### config.mk
export PLATFORM = sky130hd
export DESIGN_NAME = spi_coeff_loader
export DESIGN_NICKNAME = d
export VERILOG_FILES = /design/src/rtl/spi_coeff_loader.sv
export SDC_FILE = /design/constraint.sdc
export NUM_CORES = 1
export LEC_CHECK = 0
export CAP_MARGIN = 10
export CELL_PAD_IN_SITES_DETAIL_PLACEMENT = 0
export CELL_PAD_IN_SITES_GLOBAL_PLACEMENT = 1
export CORE_UTILIZATION = 38
export DETAILED_ROUTE_END_ITERATION = 12
export PLACE_DENSITY = 0.69
export SLEW_MARGIN = 20
export SYNTH_ARGS = -nofsm -noshare
export SYNTH_HDL_FRONTEND = slang
export SYNTH_SLANG_ARGS = --single-unit
### constraint.sdc
create_clock -name clk -period 2.9 [get_ports clk]
set_input_delay 0.58 -clock clk [delete_from_list [all_inputs] [get_ports clk]]
set_output_delay 0.58 -clock clk [all_outputs]
set_load 0.05 [all_outputs]
### src/rtl/spi_coeff_loader.sv
// -----------------------------------------------------------------------------
// spi_coeff_loader
//
// Mode-0 SPI slave (MSB first) that receives one frame of NTaps coefficient
// bytes into a shadow bank. A complete frame is copied to the active bank
// only when the FIR signals a sample boundary. This keeps every output
// sample computed with a single, consistent set of taps.
//
// Ports
//   clk           system clock (the only clock)
//   resetN        asynchronous active-low reset
//   spiClk        SPI clock pin (asynchronous, synchronised here)
//   mosi          SPI data pin (asynchronous, synchronised here)
//   cs            SPI chip select pin, active low (asynchronous)
//   sampleStrobe  one-cycle pulse from the FIR; commit point
//   coeffs        active bank, tap k at [k*DataWidth +: DataWidth]
//   coeffValid    high once any frame has been committed since reset
//   updatePulse   one-cycle pulse in the cycle the active bank changes
//   frameError    sticky bad-frame flag, cleared by the next good commit
//   dbgState      current FSM state (0 IDLE, 1 RECV, 2 PENDING)
// -----------------------------------------------------------------------------
module spi_coeff_loader #(
  parameter int NTaps     = 11,
  parameter int DataWidth = 8
) (
  input  logic                       clk,
  input  logic                       resetN,
  input  logic                       spiClk,
  input  logic                       mosi,
  input  logic                       cs,
  input  logic                       sampleStrobe,
  output logic [NTaps*DataWidth-1:0] coeffs,
  output logic                       coeffValid,
  output logic                       updatePulse,
  output logic                       frameError,
  output logic [1:0]                 dbgState
);

  localparam int TapW = $clog2(NTaps + 1);
  localparam logic [TapW-1:0] TapsFull = TapW'(NTaps);

  typedef enum logic [1:0] {
    IDLE    = 2'd0,
    RECV    = 2'd1,
    PENDING = 2'd2
  } state_e;

  // Synchronisers: [0] first stage, [1] synchronised value, [2] edge history.
  logic [2:0] sclk_sync_q;
  logic [2:0] cs_sync_q;
  logic [1:0] mosi_sync_q;

  // After reset the cs synchroniser holds its reset value (1). If the pin is
  // actually low, the first real sample would look like a falling edge. A
  // falling edge only counts once cs has genuinely been seen high.
  logic [1:0] fill_q;
  logic       armed_q;

  state_e                     state_q, state_d;
  logic [2:0]                 bit_cnt_q, bit_cnt_d;
  logic [TapW-1:0]            tap_cnt_q, tap_cnt_d;
  logic [DataWidth-2:0]       shift_q, shift_d;
  logic                       overrun_q, overrun_d;
  logic [NTaps*DataWidth-1:0] shadow_q, shadow_d;
  logic [NTaps*DataWidth-1:0] coeffs_q, coeffs_d;
  logic                       valid_q, valid_d;
  logic                       update_q, update_d;
  logic                       err_q, err_d;

  logic sclk_rise, cs_fall, cs_rise, mosi_s;

  assign sclk_rise = sclk_sync_q[1] & ~sclk_sync_q[2];
  assign cs_fall   = ~cs_sync_q[1] & cs_sync_q[2] & armed_q;
  assign cs_rise   = cs_sync_q[1] & ~cs_sync_q[2];
  assign mosi_s    = mosi_sync_q[1];

  always_ff @(posedge clk or negedge resetN) begin
    if (!resetN) begin
      sclk_sync_q <= 3'b000;
      cs_sync_q   <= 3'b111;
      mosi_sync_q <= 2'b00;
      fill_q      <= 2'd0;
      armed_q     <= 1'b0;
    end else begin
      sclk_sync_q <= {sclk_sync_q[1:0], spiClk};
      cs_sync_q   <= {cs_sync_q[1:0], cs};
      mosi_sync_q <= {mosi_sync_q[0], mosi};
      if (fill_q != 2'd2) fill_q <= fill_q + 2'd1;
      // fill_q == 2 means cs_sync_q[1] now holds a real pin sample.
      if (fill_q == 2'd2 && cs_sync_q[1]) armed_q <= 1'b1;
    end
  end

  always_comb begin
    state_d   = state_q;
    bit_cnt_d = bit_cnt_q;
    tap_cnt_d = tap_cnt_q;
    shift_d   = shift_q;
    overrun_d = overrun_q;
    shadow_d  = shadow_q;
    coeffs_d  = coeffs_q;
    valid_d   = valid_q;
    update_d  = 1'b0;
    err_d     = err_q;

    case (state_q)
      IDLE: begin
        if (cs_fall) begin
          bit_cnt_d = 3'd0;
          tap_cnt_d = '0;
          overrun_d = 1'b0;
          state_d   = RECV;
        end
      end

      RECV: begin
        // A bit arriving in the same cycle as the cs rise is taken before the
        // frame is judged, so the evaluation below uses the _d values.
        if (sclk_rise) begin
          shift_d   = {shift_q[DataWidth-3:0], mosi_s};
          bit_cnt_d = bit_cnt_q + 3'd1;
          if (bit_cnt_q == 3'd7) begin
            if (tap_cnt_q < TapsFull) begin
              shadow_d[int'(tap_cnt_q)*DataWidth +: DataWidth] = {shift_q, mosi_s};
              tap_cnt_d = tap_cnt_q + TapW'(1);
            end else begin
              overrun_d = 1'b1;
            end
          end
        end
        if (cs_rise) begin
          if (tap_cnt_d == TapsFull && bit_cnt_d == 3'd0 && !overrun_d) begin
            state_d = PENDING;
          end else begin
            err_d   = 1'b1;
            state_d = IDLE;
          end
        end
      end

      PENDING: begin
        if (sampleStrobe) begin
          coeffs_d = shadow_q;
          update_d = 1'b1;
          valid_d  = 1'b1;
          err_d    = 1'b0;
          state_d  = IDLE;
        end
        // A new frame started while a commit is outstanding is ignored but
        // flagged; the flag wins over a coincident commit clearing it.
        if (cs_fall) err_d = 1'b1;
      end

      default: state_d = IDLE;
    endcase
  end

  always_ff @(posedge clk or negedge resetN) begin
    if (!resetN) begin
      state_q   <= IDLE;
      bit_cnt_q <= 3'd0;
      tap_cnt_q <= '0;
      shift_q   <= '0;
      overrun_q <= 1'b0;
      shadow_q  <= '0;
      coeffs_q  <= '0;
      valid_q   <= 1'b0;
      update_q  <= 1'b0;
      err_q     <= 1'b0;
    end else begin
      state_q   <= state_d;
      bit_cnt_q <= bit_cnt_d;
      tap_cnt_q <= tap_cnt_d;
      shift_q   <= shift_d;
      overrun_q <= overrun_d;
      shadow_q  <= shadow_d;
      coeffs_q  <= coeffs_d;
      valid_q   <= valid_d;
      update_q  <= update_d;
      err_q     <= err_d;
    end
  end

  assign coeffs      = coeffs_q;
  assign coeffValid  = valid_q;
  assign updatePulse = update_q;
  assign frameError  = err_q;
  assign dbgState    = state_q;

endmodule

==> flow_summary_export.csv <==
group,metric,value,unit
run_status,status,"finished clean",
place,hpwl,12.3,mm
drt,drt_iter0_drc,284,
worst_setup_path,r2r_cells,6,
synthesis,ys_seq_area_share,61.6,%
worst_setup_path,crit_chain,"clkdlybuf4s50_1",
worst_setup_path,cp-end-kind,"output pin",
worst_setup_path,critical_path.top_delay_family,"buffers and inverters",
grt,grt_start_max_net_pins,70,
place,placed_cell_area,0.00980,mm^2
power_and_ir_drop,p_total,6.24,mW
synthesis,async_flop_share,100,%
synthesis,synth_area,0.00842,mm^2
sta,finalSetupViolCount,0,
clocking,clock-root-buffer,"clkbuf_16",
final_layout,area_delta_synth_final,25.7,%
place,gp_congestion,0.856,
grt,track_usage,16.6,%
clocking,ctsHoldBuffers,0,
min_path,hp-class,"primary input to async pin",
sta,setup_tns,0,ps
sta,period_share,89.8,%
worst_setup_path,cp_slowest_cell,"clkdlybuf4s50_1",
worst_setup_path,critical_path_class,"flop to output pin",
worst_setup_path,r2r_slack,300,ps
drt,via_count,5204,
clocking,cts_sinks,207,
final_layout,layout-drive-gt1-share,27.7,%
place,portBuffers,98,
floorplanning,start_util,38.7,%
grt,grt_overflow,0,
run,drv_cap,0,
sta,skew,8.31,ps
sta,period_minus_slack,2600,ps
synthesis,ys_types,51,
clocking,ctsResizeCount,0,
synthesis,synth_seq_cells,207,
sta,rsz0062_at_grt,"no",
clocking,clk_pin_slew,60,ps
final_layout,final_nets,746,
synthesis,synth_cells,624,
sta,finalHoldViolations,0,
sta,slew_viol_final,0,
worst_setup_path,arrival,2020,ps
worst_setup_path,cp_slowest_stage_delay,890,ps
floorplanning,std_cell_rows,54,
power_and_ir_drop,power.leakage,5.07,nW
drt,routed_wirelength,18.0,mm
clocking,insertion_delay,510,ps
final_layout,final_common_cell,"dfrtp_1",
drt,viasPerCell,5.05,
drt,antenna_left,0,
sta,timing.fmax,384,MHz
sta,slew_headroom,48.0,%
floorplanning,die_w,151,um
clocking,cts_tree,"done",
clocking,clock_path_buffers,3,
floorplanning,coreArea,0.0218,mm^2
synthesis,avgSynthCellArea,13.5,um^2
drt,routedWlPerCell,17.5,um
worst_setup_path,critPathMaxFanout,14,
final_layout,diodes,0,
final_layout,fin_cells,1030,
drt,drc_errors,0,
floorplanning,io_pins,99,
worst_setup_path,crit_buf_inv,1,
worst_setup_path,cp.required,2320,ps
power_and_ir_drop,peakVddDrop,407,uV
power_and_ir_drop,power_density,589,mW/mm^2
clocking,cts-buffers-inserted,23,
worst_setup_path,startpoint_type,"flop",
synthesis,yosysWarningCount,0,
synthesis,ys.flop_type,"dfrtp_1",
grt,grt_pass1_wl,29.6,mm
worst_setup_path,r2r_start,"tap_cnt_q[0]",
synthesis,synth_edf_count,0,
floorplanning,fp.dieArea,0.0227,mm^2
worst_setup_path,r2r_end,"shadow_q[57]",
drt,first_pass_iters,6,
final_layout,final_util,48.6,%
sta,worst_pin_slew,776,ps
grt,antenna_found_initial,0,
grt,grt_pass1_vias,5491,
clocking,cts.htree.levels,1,
clocking,post_cts_buffers,0,
final_layout,final_cell_mix,"dfrtp_1, mux2_2, clkdlybuf4s50_1, nand2_1, o21ai_0",
synthesis,synthesis.nets,636,
final_layout,fill_cells,1937,
floorplanning,die_h,151,um
final_layout,final_area,0.0106,mm^2
place,place_inst,989,
metal layers:
| metal | part of all wire (%) | vias up | global-route usage, % |
|---|---|---|---|
| li1 | - | 2420 | - |
| met3 | 5.3 | 35 | 2.71 |
| met1 | 46 | 2607 | 23.2 |
| met2 | 47 | 142 | 26.5 |
| met4 | 2.4 | 0 | 5.20 |
| met5 | 0 | - | 0 |
metrics by stage:
step / hold WS, ps / setup WS, ps
final: 89.9 / 296
after global routing: 129 / 137
after CTS: 104 / 279
after detailed placement: 335 / 299
after global placement: 337 / 419
after floorplan: 284 / 360
registers in the layout, indices dropped and copies added, names as in the netlist, 2 cells and up:
register / cells
tap_cnt_q: 4
shift_q: 7
mosi_sync_q: 2
coeffs: 88
dbgState: 2
fill_q: 2
bit_cnt_q: 3
shadow_q: 88
cs_sync_q: 3
sclk_sync_q: 3
worst max-delay path by stage:
stage / from / to / slack [ps] / cells past startpoint
2_1_floorplan: tap_cnt_q[0] / shadow_q[56] / 360 / 9
3_3_place_gp: tap_cnt_q[0] / shadow_q[59] / 420 / 6
3_5_place_dp: tap_cnt_q[0] / shadow_q[58] / 300 / 6
4_1_cts: tap_cnt_q[0] / shadow_q[58] / 280 / 6
5_1_grt: tap_cnt_q[0] / shadow_q[56] / 140 / 6
6_report: dbgState[1] / dbgState[1] / 300 / 1
cell usage after synthesis, drive strengths merged, types with 2 or more instances:
cell | instances | area (um^2)
mux2i | 16 | 160
buf | 15 | 78.8
nand3b | 3 | 22.5
nand3 | 9 | 45.0
a21o | 9 | 67.6
o31ai | 9 | 72.6
o21ai | 36 | 184
nor2 | 28 | 108
nand2 | 40 | 150
mux2 | 136 | 1530
a22o | 8 | 70.1
and3 | 9 | 56.3
nand4 | 3 | 18.8
a21oi | 2 | 10.0
clkbuf | 16 | 60.1
nor4 | 11 | 114
nor2b | 4 | 25.0
xnor2 | 2 | 17.5
inv | 22 | 82.6
dfstp | 3 | 78.8
dfrtp | 204 | 5100
nand2b | 4 | 25.0
or3 | 5 | 36.3
nor3 | 8 | 66.3
ha | 6 | 75.1
and3b | 2 | 18.8
cell type report:
class                           count  area [um^2]  share of cell area (%)
Clock inverter                      5         78.8                   0.745
Inverter                           22         82.6                   0.781
Timing Repair Buffer              116         1170                    11.1
Multi-Input combinational cell    364         3020                    28.5
Tap cell                          280          350                    3.31
Clock buffer                       36          694                    6.56
Sequential cell                   207         5180                    49.0
logic make-up (layout without fill, tap and decap cells):
logic type / count (synthesis) / count (layout) / share of synthesized area [%]
AOI/OAI and AO/OA: 70 / 70 / 5.38
DFF: 207 / 207 / 61.6
xor gates and xnor gates: 3 / 3 / 0.312
muxes: 152 / 152 / 20.1
buffers and inverters: 53 / 179 / 2.63
and+or+nand+nor: 133 / 133 / 9.08
adders and majority gates: 6 / 6 / 0.892
power breakdown:
group          internal [mW]  switching [mW]  leakage, nW
sequential              2.96           0.110         2.84
clock                   1.82            1.10        0.381
combinational          0.106           0.145         1.85
No activity file was read; power rests on OpenSTA's default activity.
